[config.mk]
export PLATFORM = sky130hd
export DESIGN_NAME = si5345_cfg_seq
export DESIGN_NICKNAME = d
export VERILOG_FILES = /design/src/rtl/si5345_cfg_pkg.sv /design/src/rtl/si5345_spi_txn.sv /design/src/rtl/si5345_cfg_seq.sv
export SDC_FILE = /design/constraint.sdc
export NUM_CORES = 1
export LEC_CHECK = 0
export ABC_AREA = 1
export BUFFER_PORTS_ARGS = -buffer_cell sky130_fd_sc_hd__buf_2
export CORE_MARGIN = 2
export CORE_UTILIZATION = 35
export CTS_CLUSTER_DIAMETER = 60
export DETAILED_ROUTE_END_ITERATION = 12
export GPL_TIMING_DRIVEN = 0
export PLACE_DENSITY = 0.66
export RECOVER_POWER = 50
export REMOVE_ABC_BUFFERS = 1
export SKIP_CTS_REPAIR_TIMING = 1
export SYNTH_ARGS = -nofsm -noshare
export SYNTH_HDL_FRONTEND = slang
export SYNTH_HIERARCHICAL = 1
export SYNTH_SLANG_ARGS = --single-unit
[constraint.sdc]
create_clock -name sys_clk -period 1.7 [get_ports sys_clk]
set_input_delay 0.17 -clock sys_clk [delete_from_list [all_inputs] [get_ports sys_clk]]
set_output_delay 0.17 -clock sys_clk [all_outputs]
set_load 0.005 [all_outputs]
[src/rtl/si5345_cfg_pkg.sv]
// rtl/si5345_cfg_pkg.sv - Si5345 configuration sequencer commands, state encodings and table entry fields
// Readback states exist only when SI5345_READBACK_EN is defined.
package si5345_cfg_pkg;

   localparam logic [7:0] CMD_SET_ADDR = 8'h00;
   localparam logic [7:0] CMD_WRITE    = 8'h40;
   localparam logic [7:0] CMD_READ     = 8'h80;
   localparam logic [7:0] PAGE_REG     = 8'h01;

   localparam int ENTRY_W       = 25;
   localparam int ENT_DATA_LSB  = 0;
   localparam int ENT_REG_LSB   = 8;
   localparam int ENT_PAGE_LSB  = 16;
   localparam int ENT_DELAY_BIT = 24;

   typedef enum logic [3:0] {
      ST_IDLE,
      ST_FETCH,
      ST_DECODE,
      ST_PG_A,
      ST_PG_D,
      ST_RG_A,
      ST_RG_D,
`ifdef SI5345_READBACK_EN
      ST_RB_A,
      ST_RB_R,
`endif
      ST_DELAY,
      ST_NEXT,
      ST_FINISH
   } seq_state_e;

   typedef enum logic [1:0] {
      TXN_IDLE,
      TXN_WAIT_BUSY,
      TXN_WAIT_DONE
   } txn_state_e;

   function automatic logic ent_is_delay(input logic [ENTRY_W-1:0] e);
      return e[ENT_DELAY_BIT];
   endfunction

   function automatic logic [7:0] ent_page(input logic [ENTRY_W-1:0] e);
      return e[ENT_PAGE_LSB +: 8];
   endfunction

   function automatic logic [7:0] ent_reg(input logic [ENTRY_W-1:0] e);
      return e[ENT_REG_LSB +: 8];
   endfunction

   function automatic logic [7:0] ent_data(input logic [ENTRY_W-1:0] e);
      return e[ENT_DATA_LSB +: 8];
   endfunction

endpackage

[src/rtl/si5345_spi_txn.sv]
// rtl/si5345_spi_txn.sv - one SPI master transaction per request: start/busy/done handshake
// Command word and direction are held from start assertion until the master's done pulse.
module si5345_spi_txn
   import si5345_cfg_pkg::*;
(
   input  logic        clk,
   input  logic        rst_n,
   input  logic        req_i,
   input  logic [15:0] word_i,
   input  logic        rw_i,
   output logic        spi_start_o,
   output logic [15:0] spi_dout_o,
   output logic        spi_rw_o,
   input  logic        spi_busy_i,
   input  logic        spi_done_i,
   input  logic [7:0]  spi_din_i,
   output logic        txn_done_o,
   output logic [7:0]  rd_byte_o
);

   txn_state_e  state_q, state_d;
   logic        start_q, start_d;
   logic [15:0] dout_q, dout_d;
   logic        rw_q, rw_d;
   logic [7:0]  rd_q, rd_d;

   always_comb begin
      state_d = state_q;
      start_d = start_q;
      dout_d  = dout_q;
      rw_d    = rw_q;
      rd_d    = rd_q;
      case (state_q)
         TXN_IDLE: begin
            if (req_i) begin
               state_d = TXN_WAIT_BUSY;
               start_d = 1'b1;
               dout_d  = word_i;
               rw_d    = rw_i;
            end
         end
         // The master re-triggers on a held level, so start must drop once it is busy.
         TXN_WAIT_BUSY: begin
            if (spi_busy_i) begin
               state_d = TXN_WAIT_DONE;
               start_d = 1'b0;
            end
         end
         TXN_WAIT_DONE: begin
            if (spi_done_i) begin
               state_d = TXN_IDLE;
               rd_d    = spi_din_i;
            end
         end
         default: begin
            state_d = TXN_IDLE;
            start_d = 1'b0;
         end
      endcase
   end

   always_ff @(posedge clk or negedge rst_n) begin
      if (!rst_n) begin
         state_q <= TXN_IDLE;
         start_q <= 1'b0;
         dout_q  <= 16'h0000;
         rw_q    <= 1'b0;
         rd_q    <= 8'h00;
      end else begin
         state_q <= state_d;
         start_q <= start_d;
         dout_q  <= dout_d;
         rw_q    <= rw_d;
         rd_q    <= rd_d;
      end
   end

   assign spi_start_o = start_q;
   assign spi_dout_o  = dout_q;
   assign spi_rw_o    = rw_q;
   assign txn_done_o  = (state_q == TXN_WAIT_DONE) && spi_done_i;
   assign rd_byte_o   = txn_done_o ? spi_din_i : rd_q;

endmodule

[src/rtl/si5345_cfg_seq.sv]
// rtl/si5345_cfg_seq.sv - walks a Si5345 register table and drives the SPI master with page/register writes
// Optional SI5345_READBACK_EN adds a read-back compare after every register write.
module si5345_cfg_seq
   import si5345_cfg_pkg::*;
#(
   parameter int          ADDR_W       = 9,
   parameter int          DELAY_CYCLES = 30_000_000,
   parameter logic [11:0] SPI_DIV2     = 12'd4
) (
   input  logic              sys_clk,
   input  logic              reset_n,
   input  logic              cfg_start_i,
   input  logic [ADDR_W:0]   num_entries_i,
   output logic              cfg_busy_o,
   output logic              cfg_done_o,
   output logic              cfg_err_o,
   output logic [ADDR_W-1:0] rom_addr_o,
   input  logic [24:0]       rom_data_i,
   output logic              spi_start_o,
   input  logic              spi_busy_i,
   input  logic              spi_done_i,
   output logic              spi_rw_o,
   output logic              spi_mlb_o,
   output logic [11:0]       spi_clk_div2_o,
   output logic [15:0]       spi_dout_o,
   input  logic [7:0]        spi_din_i
);

   localparam logic [31:0]     DLY_LAST = 32'(DELAY_CYCLES - 1);
   localparam logic [ADDR_W:0] IDX_ONE  = (ADDR_W + 1)'(1);

   seq_state_e        state_q, state_d;
   logic [ADDR_W:0]   idx_q, idx_d;
   logic [ADDR_W:0]   num_q, num_d;
   logic [ADDR_W:0]   idx_inc;
   logic              start_prev_q;
   logic              start_rise;
   logic [7:0]        page_q, page_d;
   logic              page_vld_q, page_vld_d;
   logic [7:0]        ent_page_q, ent_page_d;
   logic [7:0]        ent_reg_q, ent_reg_d;
   logic [7:0]        ent_data_q, ent_data_d;
   logic [31:0]       dly_cnt_q, dly_cnt_d;
   logic              busy_q, busy_d;
   logic              done_q, done_d;
   logic [ADDR_W-1:0] rom_addr_q, rom_addr_d;
   logic              req_q, req_d;
   logic [15:0]       word_q, word_d;
   logic              rw_q, rw_d;
   logic              txn_done;
   logic [7:0]        txn_rd_byte;
`ifdef SI5345_READBACK_EN
   logic              err_q, err_d;
`endif

   assign start_rise = cfg_start_i & ~start_prev_q;
   assign idx_inc    = idx_q + IDX_ONE;

   always_comb begin
      state_d    = state_q;
      idx_d      = idx_q;
      num_d      = num_q;
      page_d     = page_q;
      page_vld_d = page_vld_q;
      ent_page_d = ent_page_q;
      ent_reg_d  = ent_reg_q;
      ent_data_d = ent_data_q;
      dly_cnt_d  = dly_cnt_q;
      busy_d     = busy_q;
      done_d     = 1'b0;
      rom_addr_d = rom_addr_q;
      req_d      = 1'b0;
      word_d     = word_q;
      rw_d       = rw_q;
`ifdef SI5345_READBACK_EN
      err_d      = err_q;
`endif
      case (state_q)
         ST_IDLE: begin
            if (start_rise) begin
               num_d      = num_entries_i;
               idx_d      = '0;
               page_vld_d = 1'b0;
               rom_addr_d = '0;
`ifdef SI5345_READBACK_EN
               err_d      = 1'b0;
`endif
               if (num_entries_i == '0) begin
                  state_d = ST_FINISH;
                  done_d  = 1'b1;
                  busy_d  = 1'b0;
               end else begin
                  state_d = ST_FETCH;
                  busy_d  = 1'b1;
               end
            end
         end
         ST_FETCH: state_d = ST_DECODE;
         ST_DECODE: begin
            ent_page_d = ent_page(rom_data_i);
            ent_reg_d  = ent_reg(rom_data_i);
            ent_data_d = ent_data(rom_data_i);
            if (ent_is_delay(rom_data_i)) begin
               state_d   = ST_DELAY;
               dly_cnt_d = 32'd0;
            end else if (page_vld_q && (page_q == ent_page(rom_data_i))) begin
               state_d = ST_RG_A;
               req_d   = 1'b1;
               word_d  = {CMD_SET_ADDR, ent_reg(rom_data_i)};
               rw_d    = 1'b0;
            end else begin
               state_d = ST_PG_A;
               req_d   = 1'b1;
               word_d  = {CMD_SET_ADDR, PAGE_REG};
               rw_d    = 1'b0;
            end
         end
         ST_PG_A: begin
            if (txn_done) begin
               state_d = ST_PG_D;
               req_d   = 1'b1;
               word_d  = {CMD_WRITE, ent_page_q};
            end
         end
         ST_PG_D: begin
            if (txn_done) begin
               page_d     = ent_page_q;
               page_vld_d = 1'b1;
               state_d    = ST_RG_A;
               req_d      = 1'b1;
               word_d     = {CMD_SET_ADDR, ent_reg_q};
            end
         end
         ST_RG_A: begin
            if (txn_done) begin
               state_d = ST_RG_D;
               req_d   = 1'b1;
               word_d  = {CMD_WRITE, ent_data_q};
            end
         end
         ST_RG_D: begin
            if (txn_done) begin
`ifdef SI5345_READBACK_EN
               state_d = ST_RB_A;
               req_d   = 1'b1;
               word_d  = {CMD_SET_ADDR, ent_reg_q};
`else
               state_d = ST_NEXT;
`endif
            end
         end
`ifdef SI5345_READBACK_EN
         ST_RB_A: begin
            if (txn_done) begin
               state_d = ST_RB_R;
               req_d   = 1'b1;
               word_d  = {CMD_READ, 8'h00};
               rw_d    = 1'b1;
            end
         end
         // A mismatch is only flagged; the table keeps going so the log shows every bad register.
         ST_RB_R: begin
            if (txn_done) begin
               if (txn_rd_byte != ent_data_q) err_d = 1'b1;
               state_d = ST_NEXT;
            end
         end
`endif
         ST_DELAY: begin
            if (dly_cnt_q == DLY_LAST) state_d = ST_NEXT;
            else dly_cnt_d = dly_cnt_q + 32'd1;
         end
         ST_NEXT: begin
            idx_d = idx_inc;
            if (idx_inc == num_q) begin
               state_d = ST_FINISH;
               done_d  = 1'b1;
               busy_d  = 1'b0;
            end else begin
               state_d    = ST_FETCH;
               rom_addr_d = idx_inc[ADDR_W-1:0];
            end
         end
         ST_FINISH: state_d = ST_IDLE;
         default: begin
            state_d = ST_IDLE;
            busy_d  = 1'b0;
         end
      endcase
   end

   always_ff @(posedge sys_clk or negedge reset_n) begin
      if (!reset_n) begin
         state_q      <= ST_IDLE;
         idx_q        <= '0;
         num_q        <= '0;
         start_prev_q <= 1'b0;
         page_q       <= 8'h00;
         page_vld_q   <= 1'b0;
         ent_page_q   <= 8'h00;
         ent_reg_q    <= 8'h00;
         ent_data_q   <= 8'h00;
         dly_cnt_q    <= 32'd0;
         busy_q       <= 1'b0;
         done_q       <= 1'b0;
         rom_addr_q   <= '0;
         req_q        <= 1'b0;
         word_q       <= 16'h0000;
         rw_q         <= 1'b0;
`ifdef SI5345_READBACK_EN
         err_q        <= 1'b0;
`endif
      end else begin
         state_q      <= state_d;
         idx_q        <= idx_d;
         num_q        <= num_d;
         start_prev_q <= cfg_start_i;
         page_q       <= page_d;
         page_vld_q   <= page_vld_d;
         ent_page_q   <= ent_page_d;
         ent_reg_q    <= ent_reg_d;
         ent_data_q   <= ent_data_d;
         dly_cnt_q    <= dly_cnt_d;
         busy_q       <= busy_d;
         done_q       <= done_d;
         rom_addr_q   <= rom_addr_d;
         req_q        <= req_d;
         word_q       <= word_d;
         rw_q         <= rw_d;
`ifdef SI5345_READBACK_EN
         err_q        <= err_d;
`endif
      end
   end

   si5345_spi_txn u_txn (
      .clk         (sys_clk),
      .rst_n       (reset_n),
      .req_i       (req_q),
      .word_i      (word_q),
      .rw_i        (rw_q),
      .spi_start_o (spi_start_o),
      .spi_dout_o  (spi_dout_o),
      .spi_rw_o    (spi_rw_o),
      .spi_busy_i  (spi_busy_i),
      .spi_done_i  (spi_done_i),
      .spi_din_i   (spi_din_i),
      .txn_done_o  (txn_done),
      .rd_byte_o   (txn_rd_byte)
   );

`ifdef SI5345_READBACK_EN
   assign cfg_err_o = err_q;
`else
   logic unused_rd_byte;
   assign unused_rd_byte = ^txn_rd_byte;
   assign cfg_err_o      = 1'b0;
`endif

   assign cfg_busy_o     = busy_q;
   assign cfg_done_o     = done_q;
   assign rom_addr_o     = rom_addr_q;
   assign spi_mlb_o      = 1'b1;
   assign spi_clk_div2_o = SPI_DIV2;

endmodule

==> impl_metrics.toml <==
[power_and_ir_drop]
combPwrFrac_pct = 40.5
seq_power_share_pct = 35.3
switchingPower_uw = 6120
peakVddDrop_v = 0.0006599
internal_power_uw = 9056
swShare_pct = 40.33
power_density_nw_per_um2 = 1540
p_clk_share_pct = 24.2
total_power_uw = 15180
p_leak_uw = 0.004575

[worst_hold_path]
hold_end = "num_q[2]"
hold_class = "primary input to flop"
hold_path.startpoint = "num_entries_i[2]"
worstHoldPathCells = 3

[setup_path]
cp-startpoint = "idx_q[1]"
cp.required_ps = 2050
crit_chain = "ha_4 -> nand2_8 -> nor2_4 -> nand2_2 -> nand2_2 -> nand2_1 -> nand2_2 -> nand2_2 -> nor3_2 -> nand3_4 -> buf_6 -> a21oi_1"
reg2reg_slack_ps = -220
critPathSlowestCell = "dfrtp_1"
arrival_ps = 2270
path_max_fanout = 7
crit_path_frequent_cell = "nand2_2"
rr_worst_depth = 12
cp-start-kind = "flop"
critPathKind = "flop to flop"
timing.rr.start = "idx_q[1]"
rr_endpoint = "state_q[3]"
slowest_delay_ps = 410
endpoint_kind = "flop"

[clocking]
cts_made_buffers = 17
cts_max_path_buffers = 2
h-tree-depth = 4
cts_sinks = 131
clk_latency_ps = 430
cts_tree = "yes"
clk_pin_slew_ps = 60
root_buffer = "clkbuf_16"

[route]
firstDrtPassIters = 6
viasPerCell = 5.019
drt-total-wl_um = 20100
vias = 6806
drtIter0Drc = 539
ant_nets = 0
drt-wirelength-per-cell_um = 14.83
drc = 0

[cells_and_area]
fillers = 1772
syn_to_final_growth_pct = 39.84
finalInstanceArea_um2 = 9856
final_core_util_pct = 50.31
register_area_um2 = 3289
multi_input_area_um2 = 4071
num-nets-final = 1128
num_antenna_cells = 0
drive_gt1_share_pct = 31.53

[sta]
final_max_slew_viol_count = 0
relSlewSlack_pct = 45.42
finalCriticalPeriod_ps = 1922
setup_viol_count_final = 53
fin_crit_sh_pct = 113.1
fin_ws_ps = -222.0
fin_skew_ps = 6.190
setup_tns_ps = -5779
hold_slack_ps = -12.39
grt_setup_unrepaired = "true"
max_freq_ghz = 0.5203
worst_pin_slew_ps = 818.7
hold_violations = 6

[synth]
synthesis.area_um2 = 7048
syn_area_per_cell_um2 = 7.805
synthCells = 903
synth_warnings = 6

[placement]
place.gp.congestion = 0.9210
hpwlAfterDp_um = 11950
place_ws_ps = -1039
dpl_cell_area_um2 = 7606
port_buffers = 68

[floorplanning]
num_rows = 51
io_pins = 91
core_region_area_um2 = 19590
dieHeight_um = 145.9
dieArea_um2 = 21290
die_w_um = 145.9
initial_core_util_pct = 35.98

[global_routing]
grt_usage_pct = 16.61
grt_pass1_wl_um = 28740
grt-ovfl-total = 0
antenna_found_initial = 0
grt_pass1_vias = 5818
grt_max_degree = 75

[status]
violations = "hold timing, setup timing"
status = "finished with violations"

[job]
maxCapViolations = 0
## worst max-delay path by stage
stage,to,slack (ps)
3_3_place_gp,dly_cnt_q[16],-1410
6_report,state_q[3],-220
2_1_floorplan,word_q[1],-340
3_5_place_dp,word_q[2],-1040
5_1_grt,rom_addr_o[5],-350
4_1_cts,word_q[2],-1080
## critical path: cells and delay by family, from the launching register on
family	cells	cell delay (ps)
flip-flops	1	410
adder cells (fa/ha/maj)	1	190
AO/OA/AOI/OAI	1	110
AND/OR/NAND/NOR	9	980
buffers and inverters	1	150
## sequential cells by signal, summed over array words and instances (netlist names), 2 cells and up
| signal | count |
|---|---|
| rom_addr_o | 9 |
| u_txn/state_q | 2 |
| page_q | 8 |
| num_q | 10 |
| state_q | 4 |
| ent_data_q | 8 |
| idx_q | 10 |
| ent_reg_q | 8 |
| ent_page_q | 8 |
| word_q | 9 |
| dly_cnt_q | 32 |
| u_txn/spi_dout_o | 16 |
## power by group through the flow
stage | logic (uW) | registers, uW | clock network [uW]
CTS | 4170 | 5260 | 3710
finish | 6150 | 5360 | 3670
detailed placement | 4150 | 5300 | 0
global route | 6810 | 5510 | 3870
floorplan | 2930 | 5090 | 0
global placement | 4040 | 5280 | 0
## through the flow
step / hold WS [ps] / std cells
6_report: -12.39 / 1356
4_1_cts: -270.7 / 1254
3_3_place_gp: 308.1 / 1221
5_1_grt: -1.837 / 1356
3_5_place_dp: 181.9 / 1222
2_1_floorplan: -125.6 / 888
## routing by layer
| metal | track usage [%] | wire length, um | vias to the layer above | part of all wire (%) |
|---|---|---|---|---|
| li1 | - | - | 3270 | - |
| met1 | 22.88 | 8678 | 3255 | 43 |
| met2 | 25.80 | 9800 | 237 | 49 |
| met3 | 3.762 | 1216 | 44 | 6.0 |
| met4 | 5.686 | 408 | 0 | 2.0 |
| met5 | 0 | 0 | - | 0 |
## area by class of cell
type                    count  share of cell area [%]
flip-flops and latches    131                   33.38
clock buffers              19                   4.596
inverters                  85                   3.720
clock inverters            13                   1.358
well taps                 265                   3.364
multi-input cells         681                   41.31
repair buffers            161                   12.19
repair inverters            1                 0.08887
## layout by cell type, fill, tap and decap left out, drive strengths merged
cell,n
nand2,309
xnor2,5
o21bai,1
conb,22
clkinvlp,5
buf,129
nor3,23
o22ai,14
or2,2
nor2,76
o2111ai,2
ha,2
o21ai,47
nand3,96
bufinv,2
nor4,11
a21oi,15
mux2,3
nand3b,1
nand4,23
dfrtp,131
xor2,28
inv,82
dlygate4sd3,20
clkbuf,31
clkinv,10
and2,1
(Power assumes the default switching activity.)
